[src/rtl/imem_loader.sv]
// Byte-stream instruction-memory loader: packs little-endian bytes into 32-bit words,
// writes them to an instruction memory and holds the CPU until the load completes.
module imem_loader #(
    parameter int DEPTH = 64,
    parameter int CNT_W = 7
) (
    input  logic             clk,
    input  logic             reset_n,
    input  logic             start,
    input  logic [CNT_W-1:0] num_words,
    input  logic             byte_valid,
    input  logic [7:0]       byte_data,
    output logic             byte_ready,
    output logic             mem_we,
    output logic [31:0]      mem_waddr,
    output logic [31:0]      mem_wdata,
    output logic             busy,
    output logic             cpu_hold,
    output logic             done
);

    typedef enum logic [1:0] {
        S_IDLE    = 2'd0,
        S_COLLECT = 2'd1,
        S_WRITE   = 2'd2,
        S_DONE    = 2'd3
    } state_t;

    localparam logic [CNT_W-1:0] DEPTH_W = CNT_W'(DEPTH);

    state_t           state_q, state_d;
    logic [CNT_W-1:0] count_q, count_d;
    logic [CNT_W-1:0] word_idx_q, word_idx_d;
    logic [1:0]       byte_cnt_q, byte_cnt_d;
    logic [31:0]      word_q, word_d;
    logic [31:0]      waddr_q, waddr_d;
    logic [31:0]      wdata_q, wdata_d;

    logic [CNT_W-1:0] start_count;
    logic [CNT_W-1:0] idx_next;

    // Requests larger than the memory are clipped so the address never leaves the array.
    assign start_count = (num_words > DEPTH_W) ? DEPTH_W : num_words;
    assign idx_next    = word_idx_q + CNT_W'(1);

    always_comb begin
        // NOTE: every *_d gets its hold value first, so no path through the case leaves one unassigned (no latches).
        state_d    = state_q;
        count_d    = count_q;
        word_idx_d = word_idx_q;
        byte_cnt_d = byte_cnt_q;
        word_d     = word_q;
        waddr_d    = waddr_q;
        wdata_d    = wdata_q;

        case (state_q)
            S_IDLE: begin
                if (start) begin
                    count_d    = start_count;
                    word_idx_d = '0;
                    byte_cnt_d = '0;
                    word_d     = '0;
                    state_d    = (start_count == '0) ? S_DONE : S_COLLECT;
                end
            end
            S_COLLECT: begin
                if (byte_valid) begin
                    word_d[{byte_cnt_q, 3'b000} +: 8] = byte_data;
                    byte_cnt_d = byte_cnt_q + 2'd1;
                    if (byte_cnt_q == 2'd3) begin
                        // Write port registers are loaded here so they are stable for the whole WRITE cycle.
                        waddr_d = 32'(word_idx_q) << 2;
                        wdata_d = {byte_data, word_q[23:0]};
                        state_d = S_WRITE;
                    end
                end
            end
            S_WRITE: begin
                word_idx_d = idx_next;
                state_d    = (idx_next == count_q) ? S_DONE : S_COLLECT;
            end
            S_DONE: begin
                state_d = S_IDLE;
            end
            default: begin
                state_d = S_IDLE;
            end
        endcase
    end

    // NOTE: state updates use non-blocking assignments so every flop samples the pre-edge values.
    always_ff @(posedge clk or negedge reset_n) begin
        if (!reset_n) begin
            state_q    <= S_IDLE;
            count_q    <= '0;
            word_idx_q <= '0;
            byte_cnt_q <= '0;
            word_q     <= '0;
            waddr_q    <= '0;
            wdata_q    <= '0;
        end else begin
            state_q    <= state_d;
            count_q    <= count_d;
            word_idx_q <= word_idx_d;
            byte_cnt_q <= byte_cnt_d;
            word_q     <= word_d;
            waddr_q    <= waddr_d;
            wdata_q    <= wdata_d;
        end
    end

    // All control outputs come straight from the registered state, so they are glitch-free.
    always_comb begin
        byte_ready = (state_q == S_COLLECT);
        mem_we     = (state_q == S_WRITE);
        busy       = (state_q != S_IDLE);
        cpu_hold   = (state_q != S_IDLE);
        done       = (state_q == S_DONE);
    end

    assign mem_waddr = waddr_q;
    assign mem_wdata = wdata_q;

    a_waddr_legal: assert property (@(posedge clk) disable iff (!reset_n)
        mem_we |-> (mem_waddr[1:0] == 2'b00 && mem_waddr <= 32'((DEPTH - 1) * 4)));

    a_we_single: assert property (@(posedge clk) disable iff (!reset_n)
        mem_we |=> !mem_we);

endmodule

[config.mk]
export PLATFORM = sky130hd
export DESIGN_NAME = imem_loader
export DESIGN_NICKNAME = d
export VERILOG_FILES = /design/src/rtl/imem_loader.sv
export SDC_FILE = /design/constraint.sdc
export NUM_CORES = 1
export LEC_CHECK = 0
export ABC_AREA = 0
export CAP_MARGIN = 5
export CORE_MARGIN = 2
export CORE_UTILIZATION = 54
export CTS_CLUSTER_DIAMETER = 100
export DETAILED_ROUTE_END_ITERATION = 12
export GPL_ROUTABILITY_DRIVEN = 0
export PLACE_DENSITY = 0.86
export REMOVE_ABC_BUFFERS = 1
export SYNTH_ARGS = -nofsm -noshare
export SYNTH_HDL_FRONTEND = slang
export SYNTH_SLANG_ARGS = --single-unit
[constraint.sdc]
create_clock -name clk -period 4.7 [get_ports clk]
set_clock_uncertainty 0.2 [all_clocks]
set_input_delay 0.47 -clock clk [delete_from_list [all_inputs] [get_ports clk]]
set_output_delay 0.47 -clock clk [all_outputs]
set_load 0.01 [all_outputs]
==> tab_implementation.tex, run 1 <==
\begin{tabular}{lr}
\hline
Metric & Value \\
\hline
\multicolumn{2}{l}{\textbf{Outcome}} \\
Run status & finished clean \\
\multicolumn{2}{l}{\textbf{STA}} \\
Final Hold Violating Endpoints & 0 \\
Final critical-path required period & 2.60 ns \\
Unrepaired setup endpoints after global routing & no \\
Final cycle utilization of the critical path & 55.4\% \\
Worst slew margin & 33.7\% \\
Setup total negative slack & 0 ns \\
Pins over their slew limit & 0 \\
Highest attainable clock frequency & 384 MHz \\
Slew at the pin with the worst max-slew slack & 0.994 ns \\
Endpoints failing setup & 0 \\
\multicolumn{2}{l}{\textbf{Layout}} \\
Synth-to-layout area growth & 20.7\% \\
\# nets final & 389 \\
Number of antenna diodes & 0 \\
Share of post-route cells with drive strength above 1 & 18.9\% \\
Filler cell count & 489 \\
\multicolumn{2}{l}{\textbf{Setup path}} \\
Depth of the worst register-to-register path & 4 \\
CP Launch Type & register \\
Slowest cell on the critical path & dfrtp\_1 \\
Reg-to-reg setup timing slack & 2.21 ns \\
Required time of the critical path & 4.03 ns \\
First element of the critical path & state\_q[0] \\
Largest fanout on the critical path & 19 \\
Worst r2r src & state\_q[1] \\
CP Data Arrival Time & 1.93 ns \\
Category of the worst setup path capture point & output port \\
Category of the most critical setup path & reg2out \\
Slowest stage delay, CP & 0.62 ns \\
Cells along the critical path & nand2b\_1 -> inv\_1 -> clkdlybuf4s50\_1 \\
Critical path destination & mem\_we \\
Destination of the worst register-to-register timing path & mem\_wdata[14] \\
\multicolumn{2}{l}{\textbf{Floorplanning}} \\
Number of I/O pins & 88 \\
Core box area & 6760 µm² \\
Initial Util & 55.6\% \\
Die Footprint & 7640 µm² \\
DIE HEIGHT & 87.4 µm \\
Die X & 87.4 µm \\
Rows & 30 \\
\multicolumn{2}{l}{\textbf{Synthesis}} \\
Ys Warns & 0 \\
Fraction of the mapped netlist area in compound gates & 11.5\% \\
Combinational family with the most area after synthesis & multiplexers \\
Post-synth top area cell & dfrtp\_1 \\
Proportion of netlist area held by the largest area contributor & 54.0\% \\
Fraction of synthesized cell area in xor and xnor cells & 2.10\% \\
Number of standard cells after synthesis & 306 \\
Fraction of the mapped netlist area in simple logic gates & 9.73\% \\
Synth area leaders & dfrtp\_1, mux2\_2, buf\_4 \\
Part of the Yosys area used for sequential elements & 54.0\% \\
Unique masters post-synth & 40 \\
Proportion of register bits with asynchronous set or reset after synthesis & 100\% \\
Proportion of synthesized area in mux cells & 13.2\% \\
Post-Synth Adder-Cell Area & 1.67\% \\
Number of register bits inferred by synthesis & 81 \\
EDFF count, synth & 0 \\
Avg Inst Size Synth & 12.3 µm² \\
Top FF cell, synth & dfrtp\_1 \\
Synthesized cell area & 3760 µm² \\
\multicolumn{2}{l}{\textbf{Min path}} \\
Hold/Removal Path Class & in2async \\
\multicolumn{2}{l}{\textbf{Clock tree}} \\
Root buffer selected by CTS & clkbuf\_8 \\
CTS Buffer Depth & 2 \\
CTS clock-pin slew for the worst setup and hold paths & 0.08 ns \\
Number of sinks handled by clock tree synthesis & 81 \\
Cts bufs inserted & 9 \\
Postcts setup bufs & 0 \\
Max H-tree Level & 3 \\
Clock tree from TritonCTS & built \\
Post-cts gate resize count & 0 \\
Insertion delay of the later-clocked pin in the worst-skew pair & 0.34 ns \\
Number of buffers inserted for hold repair after clock tree synthesis & 0 \\
\multicolumn{2}{l}{\textbf{Detailed routing}} \\
Number of vias in the routed layout & 2439 \\
Total Wirelength & 7270 µm \\
Via/cell ratio & 5.42 \\
First-pass detailed-route iteration total & 4 \\
DRT iter0 DRCs & 148 \\
Remaining antenna violation count & 0 \\
Average routed wire per standard cell & 16.1 µm \\
Count of unresolved DRC violations after routing & 0 \\
\multicolumn{2}{l}{\textbf{Global route}} \\
GRT Total Usage & 20.0\% \\
Overflow left after global routing & 0 \\
Antenna violations before repair & 0 \\
Number of global-route vias before repair & 2475 \\
Pin count of the biggest net entering global routing & 82 \\
Global-route wire length before repair & 11700 µm \\
\multicolumn{2}{l}{\textbf{Power}} \\
Worst vdd rail ir drop & 0.000334 V \\
Static Leakage & 2.14 nW \\
Total power density per cell area & 522 nW/µm² \\
Design Power & 2.37 mW \\
\multicolumn{2}{l}{\textbf{Place}} \\
HPWL reported at the end of detailed placement & 5030 µm \\
Quantity of I/O buffers inserted on ports & 62 \\
\multicolumn{2}{l}{\textbf{Job}} \\
Number of maximum-capacitance violations & 0 \\
\hline
\end{tabular}
## cell type report
| type | count | area, µm² | area share (%) |
|---|---|---|---|
| clock buffer | 10 | 138 | 3.04 |
| inverter | 7 | 26.3 | 0.580 |
| multi-input combinational | 204 | 1530 | 33.7 |
| tap | 80 | 100 | 2.21 |
| timing repair buffer | 62 | 618 | 13.6 |
| clock inverter | 6 | 95.1 | 2.10 |
| sequential | 81 | 2030 | 44.7 |
## through the flow
stage | util, % | cell area, µm² | hold WS [ns] | std cells | setup slack, ns
6_report | 67.1 | 4530 | 0.0884 | 450 | 2.10
5_1_grt | 67.1 | 4530 | 0.173 | 450 | 2.01
4_1_cts | 67.1 | 4530 | 0.114 | 450 | 2.08
3_5_place_dp | 63.6 | 4300 | 0.275 | 434 | 2.03
3_3_place_gp | 63.6 | 4300 | 0.258 | 434 | 2.08
2_1_floorplan | - | 3580 | -0.0256 | 292 | 2.27
## cells in the final DEF (no fill, tap or decap), types with 3 or more instances in the layout
cell type,n
a21o_1,6
nand2_1,28
mux2_2,43
inv_1,7
dfrtp_1,81
nor2_1,7
a22o_1,24
inv_6,3
xnor2_1,7
clkbuf_8,10
o21ai_0,17
nand3_1,5
clkdlybuf4s50_1,61
ha_1,5
nand2b_1,7
conb_1,25
## critical path: cells and delay by family, from the launching register on
| family | cells | cell delay [ns] |
|---|---|---|
| buffers and inverters | 2 | 0.65 |
| AND/OR/NAND/NOR | 1 | 0.33 |
| flip-flops | 1 | 0.62 |
## routing by layer
metal / vias up / wire length (µm) / share of wire [%] / track usage [%]
li1: 1137 / - / - / -
met4: 0 / 152 / 2.1 / 10.2
met3: 12 / 213 / 2.9 / 3.70
met1: 1235 / 3210 / 44 / 26.7
met2: 55 / 3690 / 51 / 31.3
met5: - / 0 / 0 / 0
## kinds of logic (layout without fill, tap and decap cells)
logic type	after synthesis	in the layout
other	1	25
muxes	44	44
xor gates and xnor gates	9	9
buffers and inverters	45	85
DFF	81	81
adders and majority gates	5	5
and+or+nand+nor	66	66
AOI/OAI and AO/OA	55	55
## power breakdown
part           switching (mW)  total (mW)  internal, mW
Combinational           0.364       0.769         0.405
Sequential              0.145        1.02         0.876
Clock                   0.257       0.578         0.320
Total                   0.766        2.37          1.60
## cells in the mapped netlist (2+ instances only)
cell      count
dfrtp_1      81
mux2_2       43
nand2_1      29
buf_4        28
a22o_1       24
o21ai_0      17
inv_1         7
nand2b_1      7
nor2_1        7
xnor2_1       7
a21o_1        6
ha_1          5
nand3_1       5
clkbuf_1      4
buf_2         3
and2_1        2
buf_6         2
nand2b_4      2
nand3b_1      2
nor2b_1       2
nor3_1        2
o21bai_1      2
xor2_1        2
## state kept, by name, summed over array words and instances (netlist names)
name / cells
byte_cnt_q: 2
count_q: 7
word_q: 24
mem_waddr: 7
state_q: 2
mem_wdata: 32
word_idx_q: 7
## worst min path at each step
stage	from	end	slack (ns)	depth (start not counted)
global placement	word_q[2]	word_q[2]	0.26	2
global route	reset_n	count_q[6]	0.17	1
floorplan	reset_n	byte_cnt_q[0]	-0.03	0
finish	reset_n	byte_cnt_q[1]	0.09	1
CTS	reset_n	mem_wdata[16]	0.11	1
detailed placement	word_q[0]	word_q[0]	0.28	2
Power figures use the tool's default switching activity.
==> run 2, diff against run 1 <==
--- a/config.mk
+++ b/config.mk
@@ -8,11 +8,11 @@
 export ABC_AREA = 0
 export CAP_MARGIN = 5
 export CORE_MARGIN = 2
-export CORE_UTILIZATION = 54
+export CORE_UTILIZATION = 50
 export CTS_CLUSTER_DIAMETER = 100
 export DETAILED_ROUTE_END_ITERATION = 12
 export GPL_ROUTABILITY_DRIVEN = 0
-export PLACE_DENSITY = 0.86
+export PLACE_DENSITY = 0.8
 export REMOVE_ABC_BUFFERS = 1
 export SYNTH_ARGS = -nofsm -noshare
 export SYNTH_HDL_FRONTEND = slang
==> constraint.sdc (replaced) <==
create_clock -name clk -period 2.45 [get_ports clk]
set_clock_uncertainty 0.2 [all_clocks]
set_input_delay 0.245 -clock clk [delete_from_list [all_inputs] [get_ports clk]]
set_output_delay 0.245 -clock clk [all_outputs]
set_load 0.01 [all_outputs]
==> run 2 against run 1 <==
Effect of this change: clock power is 75% higher; sequential share of layout area is 0.88 points lower; non-clock buffer count is 10 higher; total power is 89% higher; sequential cell count stayed put; clock-buffer cell count is 1 lower; first-iteration DRC count is 59% lower; global-route usage is 1.6 points lower; via count is 0.53% lower; die area is 7.6% higher; combinational power is 98% higher.
==> tab_implementation.tex, run 2 (synthesis results as in run 1) <==
\begin{tabular}{lr}
\hline
Metric & Value \\
\hline
\multicolumn{2}{l}{\textbf{Global route}} \\
Global Route met2 Usage & 29.7\% (was 31.3\%) \\
Met3 layer usage reported by global route & 4.26\% (was 3.70\%) \\
Global-route wire length before repair & 12100 µm (was 11700 µm) \\
Number of global-route vias before repair & 2433 (was 2475) \\
Pin count of the biggest net entering global routing & 45 (was 82) \\
GRT Total Usage & 18.4\% (was 20.0\%) \\
Most utilized layer in the global route result & met2 (unchanged) \\
Antenna violations before repair & 0 (unchanged) \\
Global Route met1 Usage & 25.1\% (was 26.7\%) \\
Overflow left after global routing & 0 (unchanged) \\
\multicolumn{2}{l}{\textbf{Floorplanning}} \\
Core box area & 7250 µm² (was 6760 µm²) \\
Initial Util & 51.8\% (was 55.6\%) \\
Die X & 90.7 µm (was 87.4 µm) \\
Number of I/O pins & 88 (unchanged) \\
Die Footprint & 8220 µm² (was 7640 µm²) \\
Rows & 31 (was 30) \\
DIE HEIGHT & 90.7 µm (was 87.4 µm) \\
\multicolumn{2}{l}{\textbf{Layout}} \\
Sequential Area & 2030 µm² (unchanged) \\
Number of antenna diodes & 0 (unchanged) \\
\# nets final & 399 (was 389) \\
End-of-flow core utilization & 63.8\% (was 67.1\%) \\
Non-Filler Cell Area, Final & 4620 µm² (was 4530 µm²) \\
Synth-to-layout area growth & 23.1\% (was 20.7\%) \\
Filler cell count & 578 (was 489) \\
Commonest cells after routing, fill and taps aside & dfrtp\_1, clkdlybuf4s50\_1, mux2\_2 (unchanged) \\
Share of post-route cells with drive strength above 1 & 20.8\% (was 18.9\%) \\
Max reg flops & 32 (unchanged) \\
Footprint of the multi-input gates & 1530 µm² (unchanged) \\
Most frequent standard cell in the layout excluding fill and tap cells & dfrtp\_1 (unchanged) \\
\multicolumn{2}{l}{\textbf{STA}} \\
Setup total negative slack & 0 ns (unchanged) \\
Unrepaired setup endpoints after global routing & no (unchanged) \\
PnR worst setup slack & 0.103 ns (was 2.10 ns) \\
Endpoints failing setup & 0 (unchanged) \\
Pins over their slew limit & 0 (unchanged) \\
Final cycle utilization of the critical path & 95.8\% \\
Final Hold Violating Endpoints & 0 (unchanged) \\
Final critical-path required period & 2.35 ns \\
Slew at the pin with the worst max-slew slack & 0.555 ns (was 0.994 ns) \\
Worst slew margin & 63.0\% (was 33.7\%) \\
Highest attainable clock frequency & 426 MHz \\
\multicolumn{2}{l}{\textbf{Clock tree}} \\
CTS Buffer Depth & 2 (unchanged) \\
Post-cts gate resize count & 0 (unchanged) \\
Insertion delay of the later-clocked pin in the worst-skew pair & 0.35 ns (was 0.34 ns) \\
CTS clock-pin slew for the worst setup and hold paths & 0.09 ns (was 0.08 ns) \\
Cts bufs inserted & 9 (unchanged) \\
Max H-tree Level & 3 (unchanged) \\
Clock tree from TritonCTS & built (unchanged) \\
Root buffer selected by CTS & clkbuf\_8 (unchanged) \\
Number of sinks handled by clock tree synthesis & 81 (unchanged) \\
\multicolumn{2}{l}{\textbf{Power}} \\
Worst vdd rail ir drop & 0.000444 V (was 0.000334 V) \\
Static Leakage & 2.18 nW (was 2.14 nW) \\
Total power density per cell area & 966 nW/µm² (was 522 nW/µm²) \\
Design Power & 4.47 mW (was 2.37 mW) \\
\multicolumn{2}{l}{\textbf{Place}} \\
HPWL reported at the end of detailed placement & 5110 µm (was 5030 µm) \\
Quantity of I/O buffers inserted on ports & 62 (unchanged) \\
Post-placement setup slack & 0.177 ns (was 2.03 ns) \\
Post-placement cell area & 4400 µm² (was 4300 µm²) \\
\multicolumn{2}{l}{\textbf{Job}} \\
Number of maximum-capacitance violations & 0 (unchanged) \\
\multicolumn{2}{l}{\textbf{Detailed routing}} \\
Count of unresolved DRC violations after routing & 0 (unchanged) \\
DRT iter0 DRCs & 61 (was 148) \\
Total Wirelength & 7130 µm (was 7270 µm) \\
Number of vias in the routed layout & 2426 (was 2439) \\
Average routed wire per standard cell & 14.9 µm (was 16.1 µm) \\
Remaining antenna violation count & 0 (unchanged) \\
First-pass detailed-route iteration total & 4 (unchanged) \\
Via/cell ratio & 5.06 (was 5.42) \\
\multicolumn{2}{l}{\textbf{Min path}} \\
Hold/Removal Path Class & in2async (unchanged) \\
\multicolumn{2}{l}{\textbf{Setup path}} \\
Required time of the critical path & 2.01 ns (was 4.03 ns) \\
Category of the most critical setup path & reg2out (unchanged) \\
Slowest stage delay, CP & 0.65 ns (was 0.62 ns) \\
CP Data Arrival Time & 1.90 ns (was 1.93 ns) \\
Depth of the worst register-to-register path & 6 (was 4) \\
Category of the worst setup path capture point & output port (unchanged) \\
Cells along the critical path & buf\_4 -> and2\_1 -> clkdlybuf4s50\_1 (was nand2b\_1 -> inv\_1 -> clkdlybuf4s50\_1) \\
Slowest cell on the critical path & dfrtp\_1 (unchanged) \\
CP Launch Type & register (unchanged) \\
Largest fanout on the critical path & 15 (was 19) \\
\multicolumn{2}{l}{\textbf{Outcome}} \\
Run status & finished clean (unchanged) \\
\hline
\end{tabular}
-- run 2: cell count changes in the layout (fill, tap and decap cells not counted) --
cell           change
buf_12             +1
buf_4              +8
bufinv_16          -1
clkbuf_8           -1
clkinvlp_4         +1
dlygate4sd3_1      +1
inv_6              -1
inv_8              +2
-- run 2: cell type report --
type / count / share of cell area (%)
Clock inverter: 7 / 1.87
Clock buffer: 9 / 2.68
Multi-Input combinational cell: 204 / 33.1
Tap cell: 99 / 2.68
Inverter: 7 / 0.568
Sequential cell: 81 / 43.8
Timing Repair Buffer: 72 / 15.3
-- run 2: critical path: cells and delay by family (launching register included) --
family,cells,cell delay [ns]
and+or+nand+nor,1,0.14
buffers and inverters,2,0.77
DFF,1,0.65
-- run 2: final timing paths --
| path | startpoint | slack [ns] | to |
|---|---|---|---|
| min | reset_n | 0.23 | word_idx_q[6] |
| min in group clk | num_words[1] | 0.28 | count_q[1] |
| max | state_q[0] | 0.10 | done |
| max reg2reg | byte_cnt_q[0] | 0.23 | word_q[16] |
| max in group asynchronous | reset_n | 1.21 | mem_waddr[5] |
| min reg2reg | word_q[5] | 0.29 | word_q[5] |
-- run 2: per-layer routing --
| layer | vias up | routed length, µm |
|---|---|---|
| li1 | 1158 | - |
| met1 | 1189 | 3300 |
| met2 | 75 | 3400 |
| met3 | 4 | 385 |
| met4 | 0 | 41 |
| met5 | - | 0 |
-- run 2: repair_timing --
item / CTS / global route
buffers inserted: 0 / 0
hold endpoints to repair: 41 / 0
hold buffers: 1 / 0
-- run 2: metrics by stage --
step,hold WS [ns],std cells
3_5_place_dp,0.0752,462
5_1_grt,0.265,479
2_1_floorplan,-0.251,292
3_3_place_gp,0.0682,462
4_1_cts,0.237,479
6_report,0.231,479
-- run 2: power by group --
group	leakage, nW	total [mW]	switching [mW]	internal (mW)
Clock	0.104	1.01	0.519	0.494
Sequential	1.10	1.94	0.255	1.68
Combinational	0.977	1.52	0.714	0.806
Total	2.18	4.47	1.49	2.98
